[config.mk]
export PLATFORM = sky130hd
export DESIGN_NAME = mux8_arbiter
export DESIGN_NICKNAME = d
export VERILOG_FILES = /design/src/rtl/mux8_arb_pkg.sv /design/src/rtl/mux8_1.sv /design/src/rtl/rr_pick8.sv /design/src/rtl/mux8_arbiter.sv
export SDC_FILE = /design/constraint.sdc
export NUM_CORES = 1
export LEC_CHECK = 0
export ABC_AREA = 0
export CAP_MARGIN = 20
export CORE_MARGIN = 3
export CORE_UTILIZATION = 45
export CTS_BUF_LIST = sky130_fd_sc_hd__clkbuf_16
export DETAILED_ROUTE_END_ITERATION = 8
export PLACE_DENSITY = 0.78
export SYNTH_ARGS = -nofsm -noshare
export SYNTH_HDL_FRONTEND = slang
export SYNTH_SLANG_ARGS = --single-unit
[constraint.sdc]
create_clock -name clk -period 6.84 [get_ports clk]
set_input_delay 1.368 -clock clk [delete_from_list [all_inputs] [get_ports clk]]
set_output_delay 1.368 -clock clk [all_outputs]
set_load 0.1 [all_outputs]
[src/rtl/mux8_arb_pkg.sv]
// rtl/mux8_arb_pkg.sv - shared types and helpers for the 8-way mux arbiter
package mux8_arb_pkg;

  localparam int NUM_REQ = 8;
  localparam int SEL_W   = 3;

  typedef enum logic {IDLE, BUSY} arb_state_t;
  typedef logic [SEL_W-1:0] sel_t;

  function automatic logic [NUM_REQ-1:0] onehot(input sel_t s);
    logic [NUM_REQ-1:0] v;
    v    = '0;
    v[s] = 1'b1;
    return v;
  endfunction

endpackage

[src/rtl/mux8_1.sv]
// rtl/mux8_1.sv - shared 1-bit 8:1 select datapath
module mux8_1 (
  input  logic [7:0] in,
  input  logic [2:0] sel,
  output logic       out
);

  assign out = in[sel];

endmodule

[src/rtl/rr_pick8.sv]
// rtl/rr_pick8.sv - combinational round-robin search of masked requests from ptr
module rr_pick8
  import mux8_arb_pkg::*;
(
  input  logic [NUM_REQ-1:0] req,
  input  sel_t               ptr,
  input  logic [NUM_REQ-1:0] mask,
  output logic               found,
  output sel_t               idx
);

  logic [NUM_REQ-1:0] cand;
  sel_t               j;

  // Walk offsets from farthest to nearest so the nearest set bit is written last.
  always_comb begin
    cand  = req & mask;
    found = 1'b0;
    idx   = ptr;
    j     = '0;
    for (int i = NUM_REQ - 1; i >= 0; i--) begin
      j = ptr + sel_t'(i);
      if (cand[j]) begin
        found = 1'b1;
        idx   = j;
      end
    end
  end

endmodule

[src/rtl/mux8_arbiter.sv]
// rtl/mux8_arbiter.sv - round-robin owner of mux8_1 with burst limit; ARB_PRIO0_EN gives requester 0 priority
module mux8_arbiter
  import mux8_arb_pkg::*;
#(
  parameter int MAX_HOLD = 4
) (
  input  logic               clk,
  input  logic               reset_n,
  input  logic [NUM_REQ-1:0] req,
  input  logic [NUM_REQ-1:0] in,
  output logic [NUM_REQ-1:0] gnt,
  output sel_t               sel,
  output logic               out,
  output logic               out_valid
);

  localparam logic [7:0] HOLD_LAST = 8'(MAX_HOLD - 1);

  arb_state_t         state, state_n;
  logic [NUM_REQ-1:0] gnt_n, pick_mask;
  sel_t               sel_n, ptr, ptr_n, rel_ptr, pick_ptr, pick_idx, win;
  logic [7:0]         cnt, cnt_n;
  logic               pick_found, rel, preempt, do_grant, mux_out;

  rr_pick8 u_pick (
    .req   (req),
    .ptr   (pick_ptr),
    .mask  (pick_mask),
    .found (pick_found),
    .idx   (pick_idx)
  );

  mux8_1 u_mux (
    .in  (in),
    .sel (sel),
    .out (mux_out)
  );

  assign out_valid = |gnt;
  assign out       = out_valid & mux_out;

  always_comb begin
    rel = !req[sel] || (cnt == HOLD_LAST);
`ifdef ARB_PRIO0_EN
    preempt = (sel != '0) && req[0];
    rel_ptr = (sel == '0) ? ptr : sel + sel_t'(1);
`else
    preempt = 1'b0;
    rel_ptr = sel + sel_t'(1);
`endif
    // While busy the releasing owner is masked out; it only wins back as a fallback.
    pick_ptr  = (state == BUSY) ? rel_ptr : ptr;
    pick_mask = (state == BUSY) ? ~onehot(sel) : '1;
  end

  always_comb begin
    state_n  = state;
    gnt_n    = gnt;
    sel_n    = sel;
    ptr_n    = ptr;
    cnt_n    = cnt;
    do_grant = 1'b0;
    win      = pick_idx;
    if (state == IDLE) begin
`ifdef ARB_PRIO0_EN
      if (req[0]) begin
        do_grant = 1'b1;
        win      = '0;
      end else if (pick_found) begin
        do_grant = 1'b1;
      end
`else
      if (pick_found) do_grant = 1'b1;
`endif
    end else if (preempt) begin
      ptr_n    = sel + sel_t'(1);
      do_grant = 1'b1;
      win      = '0;
    end else if (rel) begin
      ptr_n = rel_ptr;
      if (pick_found) begin
        do_grant = 1'b1;
      end else if (req[sel]) begin
        do_grant = 1'b1;
        win      = sel;
      end else begin
        state_n = IDLE;
        gnt_n   = '0;
      end
    end else begin
      cnt_n = cnt + 8'd1;
    end
    if (do_grant) begin
      state_n = BUSY;
      sel_n   = win;
      gnt_n   = onehot(win);
      cnt_n   = '0;
    end
  end

  always_ff @(posedge clk or negedge reset_n) begin
    if (!reset_n) begin
      state <= IDLE;
      gnt   <= '0;
      sel   <= '0;
      ptr   <= '0;
      cnt   <= '0;
    end else begin
      state <= state_n;
      gnt   <= gnt_n;
      sel   <= sel_n;
      ptr   <= ptr_n;
      cnt   <= cnt_n;
    end
  end

endmodule

* After elaboration in Yosys (flattened, before gate mapping)
Cells that the tools add are included.
** Word-level totals
- Word-level logic and storage cells :: 105
- Flip-flop bits (word level) :: 23
** Cells by class
- Multiplexer cells :: 62
- Reduce and logical (&&, ||, !) cells :: 10
- Bitwise operators :: 3
- Magnitude comparators :: 12
- Equality and inequality tests :: 4
- $add $sub $neg :: 9
** Operators with widths (number)
- 8-bit two-way mux :: 9
- 3-bit by 4-bit less-than comparator with 1-bit output (second input constant) :: 10
- 3-bit two-way mux :: 13
- 1-bit binary-select mux with 3-bit select :: 10
- 1-bit two-way mux :: 28
- 3-bit adder (second input constant) :: 4
- 8-bit by 1-bit adder with 8-bit output (second input constant) :: 1
- 8-bit AND :: 1
- 8-bit by 2-bit equality test with 1-bit output (second input constant) :: 1
- 8-bit inverter :: 1
- 8-bit OR reduction :: 1
- 3-bit by 1-bit adder with 3-bit output (second input constant) :: 2
- 3-bit by 2-bit adder with 3-bit output (second input constant) :: 2
- 1-bit demux with 3-bit select :: 2
- 3-bit by 1-bit greater-or-equal comparator with 1-bit output (second input constant) :: 2
- 2-bit by 1-bit != test with 1-bit output (second input constant) :: 2
- 2-bit AND reduction :: 2
- 4-bit AND reduction :: 1
- 2-bit nonzero test :: 2
- 1-bit logical AND :: 2
- 2-bit != test (second input constant) :: 1
- 1-bit AND :: 1
- 1-bit zero test :: 1
- 1-bit logical OR :: 1

* Longest topological paths before layout
Gate-level depths: netlist (run 1).
- Word-level depth :: 26
- Mapped depth :: 15
- Depth with buffers taken out :: 12

* By module
From an unflattened synthesis (run 1), not the netlist that was laid out.
** Second synthesis, totals
- Cell total of the unflattened synthesis :: 256
- Area total of the unflattened synthesis :: 2274.7 sq um
** Modules (own cells, without submodules)
- mux8_arbiter :: cells each 133, instances 1, area each 1306.3 sq um, sequential area each 575.6 sq um
- rr_pick8 :: cells each 120, instances 1, area each 904.6 sq um, sequential area each 0.0 sq um
- mux8_1 :: cells each 3, instances 1, area each 63.8 sq um, sequential area each 0.0 sq um

* Worst setup path before layout (run 1)
OpenSTA, ideal clock, no wires.
- Path kind :: flip-flop to output port
- Start point :: reg gnt[1]
- End point :: out out
- Path buffers :: 0
- Data arrival time :: 2.619 ns
- Cell stages (with the launch flop) :: 4
- Slack :: 2.853 ns
- Required time :: 5.472 ns
- Cells stage by stage :: dfrtp_1 -> nor4_1 -> nand2_1 -> o21a_1
** On the way
- Word-level cells in the longest chain between the ends :: 2
** Ends and longest elaborated chain
- from (decl) :: RTL line mux8_arbiter.sv:11 : output logic [NUM_REQ-1:0] gnt,
- from (signal assigned) :: RTL line mux8_arbiter.sv:110 : gnt <= gnt_n;
- 8-bit OR reduction :: RTL line mux8_arbiter.sv:39 : assign out_valid = |gnt;
- net out_valid :: RTL line mux8_arbiter.sv:14 : output logic out_valid
- 1-bit AND :: RTL line mux8_arbiter.sv:40 : assign out = out_valid & mux_out;
- to (decl) :: RTL line mux8_arbiter.sv:13 : output logic out,
The timed path passes the listed nets, and every way through them passes these cells.

* Worst setup path in the final report (run 1)
- Start point :: reg sel[0]
- End point :: reg gnt[3]
** RTL lines
- from (decl) :: RTL line mux8_arbiter.sv:12 : output sel_t sel,
- from (signal assigned) :: RTL line mux8_arbiter.sv:111 : sel <= sel_n;
- 3-bit by 1-bit adder with 3-bit output (*)
- net rel_ptr[1] :: RTL line mux8_arbiter.sv:21 : sel_t sel_n, ptr, ptr_n, rel_ptr, pick_ptr, pick_idx, win;
- 3-bit two-way mux (*) :: RTL line mux8_arbiter.sv:52 : pick_ptr = (state == BUSY) ? rel_ptr : ptr;
- 3-bit adder :: RTL line rr_pick8.sv:22 : j = ptr + sel_t'(i);
- 1-bit binary-select mux with 3-bit select :: RTL line rr_pick8.sv:23 : if (cand[j]) begin
- 1-bit two-way mux (not written as such) :: RTL line rr_pick8.sv:23
- 3-bit two-way mux (8 in a row) :: RTL line rr_pick8.sv:23
- 3-bit two-way mux :: RTL line mux8_arbiter.sv:83 : end else if (req[sel]) begin
- 3-bit two-way mux :: RTL line mux8_arbiter.sv:81 : if (pick_found) begin
- 3-bit two-way mux :: RTL line mux8_arbiter.sv:79 : end else if (rel) begin
- 3-bit two-way mux :: RTL line mux8_arbiter.sv:64 : if (state == IDLE) begin
- 3-bit by 4-bit less-than comparator with 1-bit output (not written as such) / 3-bit by 1-bit greater-or-equal comparator with 1-bit output (equally long branches) :: RTL line mux8_arb_pkg.sv:13 : v[s] = 1'b1;
- 1-bit logical AND (not written as such) :: RTL line mux8_arb_pkg.sv:13
- 1-bit two-way mux (not written as such) :: RTL line mux8_arb_pkg.sv:13
- 1-bit demux with 3-bit select :: RTL line mux8_arb_pkg.sv:13
- 8-bit two-way mux :: RTL line mux8_arbiter.sv:93 : if (do_grant) begin
The timed path passes the listed nets; every way through them passes the cells marked *. The select of a mux whose other input is x is not followed.
A chain may end at the register's enable or synchronous reset.

==> results.json, run 1 <==
{
  "outcome": "finished clean",
  "reg2reg_slack_ns": 1.93,
  "io_buffers": 30,
  "cts_tree": "yes",
  "setup-violations-final": 0,
  "vias": 2212,
  "slew_headroom_pct": 29.1,
  "min_path_cells": 2,
  "hold_buffers": 0,
  "synth.top_cell.area_share_pct": 24.9,
  "grt.overflow.total": 0,
  "reg2reg_depth": 12,
  "crit_type": "reg -> reg",
  "rows": 25,
  "synth-edff-count": 0,
  "drtAntennaViolNets": 0,
  "holdCritStartpoint": "ptr[0]$_DFFE_PN0P_",
  "synthCells": 252,
  "grt_max_degree": 24,
  "fin_crit_sh_pct": 71.8,
  "synthArstFlopShare_pct": 100,
  "regArea_um2": 576,
  "htree_levels": 1,
  "rsz0062_at_grt": "false",
  "area_growth_pct": 16.5,
  "drive_gt1_share_pct": 14.5,
  "synthesis.nets": 274,
  "r2r-end": "gnt[3]$_DFFE_PN0P_",
  "postCtsSetupBuffers": 0,
  "antenna_found_initial": 0,
  "drv_slew": 0,
  "coreArea_um2": 4850,
  "diodes": 0,
  "yosysMostFrequentCell": "nand2_1",
  "numCtsBuffers": 3,
  "synth_seq_cells": 23,
  "grt_pass1_vias": 2290,
  "drc_errors": 0,
  "finalClockSkew_ns": 0.00610,
  "grt_util_all_layers_pct": 21.6,
  "nNetsFinal": 298,
  "seq_area_frac_synth_pct": 24.9,
  "netlist_top_cells_area": "dfrtp_1 (25%), mux4_2 (5.8%), mux2i_1 (4.3%), nand2_1 (4.1%), o21ai_0 (3.7%)",
  "die_w_um": 77.7,
  "root_buffer": "clkbuf_16",
  "die_area_um2": 6030,
  "wl_mm": 6.21,
  "synth.top_cells.by_count": "nand2_1 (25), dfrtp_1 (23), o21ai_0 (17)",
  "ys.flop_type": "dfrtp_1",
  "clockBufferDepth": 2,
  "place_hpwl_mm": 4.77,
  "finalCriticalPeriod_ns": 4.91,
  "critPathCaptureType": "flop",
  "avgRoutedWirePerCell_um": 18.2,
  "cap_viol_max_count": 0,
  "fmax_ghz": 0.204,
  "clk_latency_ns": 0.25,
  "grt_pass1_wl_mm": 10.8,
  "multiInputGateArea_um2": 1610,
  "die_y_um": 77.7,
  "regToRegStartpoint": "sel[0]$_DFFE_PN0P_",
  "syn_avg_cell_area_um2": 9.18,
  "tightestPinTransition_ns": 1.03,
  "yosys_warnings": 0,
  "syn_area_um2": 2310,
  "vias_per_cell": 6.47,
  "hold_violations": 0,
  "boundaryPins": 31,
  "min_to": "ptr[0]$_DFFE_PN0P_",
  "initial_utilization_pct": 47.7,
  "cp.required_ns": 7.00,
  "drtPass1Iterations": 4,
  "cp-start-kind": "flop",
  "clock-sinks": 23,
  "drt_iter0_drc": 244,
  "gp_congestion": 1.03,
  "cp.arrival_ns": 5.07,
  "fillers": 445,
  "cp_max_fo": 14,
  "tns_ns": 0,
  "yosys.area.top_type": "dfrtp_1",
  "cts_resized": 0,
  "hold_class": "reg -> reg",
  "clk_pin_slew_ns": 0.06,
  "synth.distinct_cells": 68
}
layout by cell type (no fill, tap or decap), types with 4 or more instances in the layout:
| cell | instances |
|---|---|
| xnor2_1 | 9 |
| nand2b_1 | 5 |
| clkdlybuf4s50_1 | 30 |
| mux2i_1 | 10 |
| mux4_2 | 6 |
| a211oi_1 | 6 |
| nand3_1 | 4 |
| nor3_1 | 4 |
| nand2_1 | 25 |
| nor4_1 | 6 |
| o22ai_1 | 4 |
| mux2_2 | 7 |
| nor2_1 | 16 |
| o31ai_1 | 8 |
| inv_1 | 9 |
| a21oi_1 | 9 |
| dfrtp_1 | 23 |
| o211ai_1 | 6 |
| o21ai_0 | 17 |
| ha_1 | 4 |
registers in the layout, summed over array words and instances, names as in the netlist:
name and count:
cnt 8, gnt 8, ptr 3, sel 3
state 1
critical path: stages, from the launching register on:
cell and delay (ns):
dfrtp_1 0.56, ha_1 0.40, nand2_1 0.08, nand2_1 0.37
inv_1 0.24, ha_1 0.60, mux4_2 0.37, mux2i_2 0.14
a21o_1 0.23, nor4_2 0.89, nand3_2 0.27, mux2_2 0.40
o31ai_1 0.25
per-stage QoR:
step / setup WS, ns / instance area, µm² / utilization [%] / cells / hold slack (ns)
2_1_floorplan: 2.85 / 2310 / - / 252 / 0.442
3_3_place_gp: 2.00 / 2610 / 53.8 / 337 / 0.467
3_5_place_dp: 1.93 / 2610 / 53.8 / 337 / 0.478
4_1_cts: 1.86 / 2690 / 55.4 / 341 / 0.490
5_1_grt: 1.49 / 2690 / 55.5 / 342 / 0.530
6_report: 1.93 / 2690 / 55.5 / 342 / 0.479
cell type report:
type | instances | area share [%]
sequential | 23 | 21.4
clock buffer | 3 | 2.79
multi-input combinational | 207 | 59.7
inverter | 10 | 1.49
timing repair buffer | 31 | 11.3
tap | 67 | 3.11
clock inverter | 1 | 0.186
how the worst max path moves through the flow:
stage / from / depth (start not counted) / endpoint / slack, ns
after detailed placement: req[2] / 8 / sel[1]$_DFFE_PN0P_ / 1.93
after global placement: req[2] / 8 / sel[2]$_DFFE_PN0P_ / 2.00
after global routing: sel[0]$_DFFE_PN0P_ / 12 / gnt[3]$_DFFE_PN0P_ / 1.49
after floorplan: gnt[1]$_DFFE_PN0P_ / 3 / out / 2.85
final: sel[0]$_DFFE_PN0P_ / 12 / gnt[3]$_DFFE_PN0P_ / 1.93
after CTS: sel[0]$_DFFE_PN0P_ / 12 / sel[1]$_DFFE_PN0P_ / 1.86
kinds of logic (layout without fill, tap and decap cells):
| logic type | Yosys count | after routing | synth area share (%) |
|---|---|---|---|
| compound gates | 84 | 84 | 28.7 |
| simple gates | 84 | 84 | 19.8 |
| mux | 25 | 25 | 14.8 |
| flops | 23 | 23 | 24.9 |
| buf+inv | 22 | 45 | 5.57 |
| xor+xnor | 10 | 10 | 4.11 |
| fa+ha+maj | 4 | 4 | 2.16 |
layer usage:
| metal | wire (µm) | GRT usage (%) |
|---|---|---|
| met1 | 2690 | 28.4 |
| met2 | 3070 | 36.0 |
| met3 | 277 | 2.44 |
| met4 | 172 | 8.90 |
| met5 | 0 | 0 |
Power of run 1 is not shown: default switching activity piles up to over one toggle a cycle in this logic, so the estimate is an artifact.
==> inputs of run 2 (changes only) <==
clock period = 5.03 ns   (was 6.84 ns; I/O delays follow)
==> results.json, run 2 (synthesized netlist as in run 1, its figures left out) <==
{
  "outcome": "finished clean",
  "slowest_stage": "or4_1",
  "grt_pass1_wl_mm": 10.2,
  "final_cell_mix": "clkdlybuf4s50_1 (29), nand2_1 (25), dfrtp_1 (23)",
  "cp.arrival_ns": 4.45,
  "root_buffer": "clkbuf_16",
  "cp.required_ns": 5.18,
  "crit_chain": "ha_1 -> nand2_1 -> nand2_1 -> inv_1 -> ha_1 -> mux4_2 -> mux2_2 -> nand3_2 -> or4_1 -> o21ai_1 -> nand2_1 -> o31ai_1",
  "cp_max_fo": 14,
  "critPathCaptureType": "flop",
  "drive_gt1_share_pct": 15.8,
  "vias_per_cell": 6.26,
  "fmax_ghz": 0.233,
  "htree_levels": 1,
  "final_common_cell": "clkdlybuf4s50_1",
  "slew_headroom_pct": 33.3,
  "regArea_um2": 576,
  "postCtsSetupBuffers": 0,
  "place_hpwl_mm": 4.66,
  "grt_max_degree": 24,
  "drc_errors": 0,
  "finalCriticalPeriod_ns": 4.30,
  "coreArea_um2": 4850,
  "cap_viol_max_count": 0,
  "antenna_found_initial": 0,
  "cp-start-kind": "flop",
  "top_regs": "cnt (8), gnt (8)",
  "hold_class": "reg -> reg",
  "avgRoutedWirePerCell_um": 17.4,
  "clock-sinks": 23,
  "tns_ns": 0,
  "place_area_um2": 2640,
  "diodes": 0,
  "die_y_um": 77.7,
  "cts_resized": 0,
  "cts_tree": "yes",
  "grt_pass1_vias": 2163,
  "max_stage_delay_ns": 0.60,
  "crit_type": "reg -> reg",
  "finalClockSkew_ns": 0.00328,
  "drt_iter0_drc": 181,
  "fin_crit_sh_pct": 85.4,
  "hold_violations": 0,
  "fin_hold_ws_ns": 0.480,
  "clk_latency_ns": 0.25,
  "crit_family": "simple AND/OR/NAND/NOR gates",
  "multiInputGateArea_um2": 1610,
  "crit_buf_inv": 1,
  "grt_util_all_layers_pct": 20.6,
  "numCtsBuffers": 3,
  "drv_slew": 0,
  "area_growth_pct": 17.5,
  "tightestPinTransition_ns": 0.998,
  "drtPass1Iterations": 5,
  "die_w_um": 77.7,
  "rows": 25,
  "wl_mm": 6.01,
  "clk_pin_slew_ns": 0.06,
  "vias": 2158,
  "die_area_um2": 6030,
  "boundaryPins": 31,
  "crit_top_cell": "nand2_1",
  "io_buffers": 30,
  "grt.overflow.total": 0,
  "setup-violations-final": 0,
  "hold_buffers": 0,
  "rsz0062_at_grt": "false",
  "fillers": 441,
  "clockBufferDepth": 2,
  "drtAntennaViolNets": 0,
  "initial_utilization_pct": 47.7,
  "gp_congestion": 0.964,
  "post-route-cell-area_um2": 2720,
  "nNetsFinal": 301
}
-- run 2: changes by cell type in the layout (fill, tap and decap cells not counted), sizes merged --
cell,delta
clkinvlp,+1
buf,+4
clkdlybuf4s50,-1
clkinv,-1
-- run 2: final timing paths --
check / start / to / slack [ns] / depth (start not counted)
max in group asynchronous: reset_n / sel[0]$_DFFE_PN0P_ / 3.12 / 1
min in group asynchronous: reset_n / gnt[0]$_DFFE_PN0P_ / 1.31 / 1
worst min register to register: ptr[0]$_DFFE_PN0P_ / ptr[0]$_DFFE_PN0P_ / 0.48 / 2
worst max-delay path: sel[0]$_DFFE_PN0P_ / gnt[1]$_DFFE_PN0P_ / 0.73 / 12
worst max register to register: sel[0]$_DFFE_PN0P_ / gnt[1]$_DFFE_PN0P_ / 0.73 / 12
worst min-delay path: ptr[0]$_DFFE_PN0P_ / ptr[0]$_DFFE_PN0P_ / 0.48 / 2
-- run 2: worst reg2reg max path: stages, from the launching register on --
cell	delay (ns)
dfrtp_1	0.56
ha_1	0.40
nand2_1	0.07
nand2_1	0.33
inv_1	0.21
ha_1	0.58
mux4_2	0.37
mux2_2	0.20
nand3_2	0.14
or4_1	0.60
o21ai_1	0.52
nand2_1	0.13
o31ai_1	0.09
-- run 2: area by class of cell --
cell class,count,area share [%]
well taps,67,3.08
clock inverters,1,0.276
clock buffers,3,2.76
repair buffers,34,12.1
inverters,10,1.47
flip-flops and latches,23,21.2
multi-input cells,207,59.2
-- run 2: metal layers --
metal / vias up / track usage [%] / share of wire (%)
li1: 1029 / - / -
met4: 0 / 6.23 / 1.6
met5: - / 0 / 0
met3: 10 / 2.55 / 6.0
met1: 1033 / 26.9 / 43
met2: 86 / 35.4 / 49
-- run 2: stage by stage --
stage	instances	util [%]	setup slack, ns
after detailed placement	341	54.3	0.786
after global routing	345	56.1	0.353
final	345	56.1	0.734
after floorplan	252	-	1.30
after global placement	341	54.3	0.927
after CTS	345	56.1	0.728
Power of run 2 is left out for the same reason.
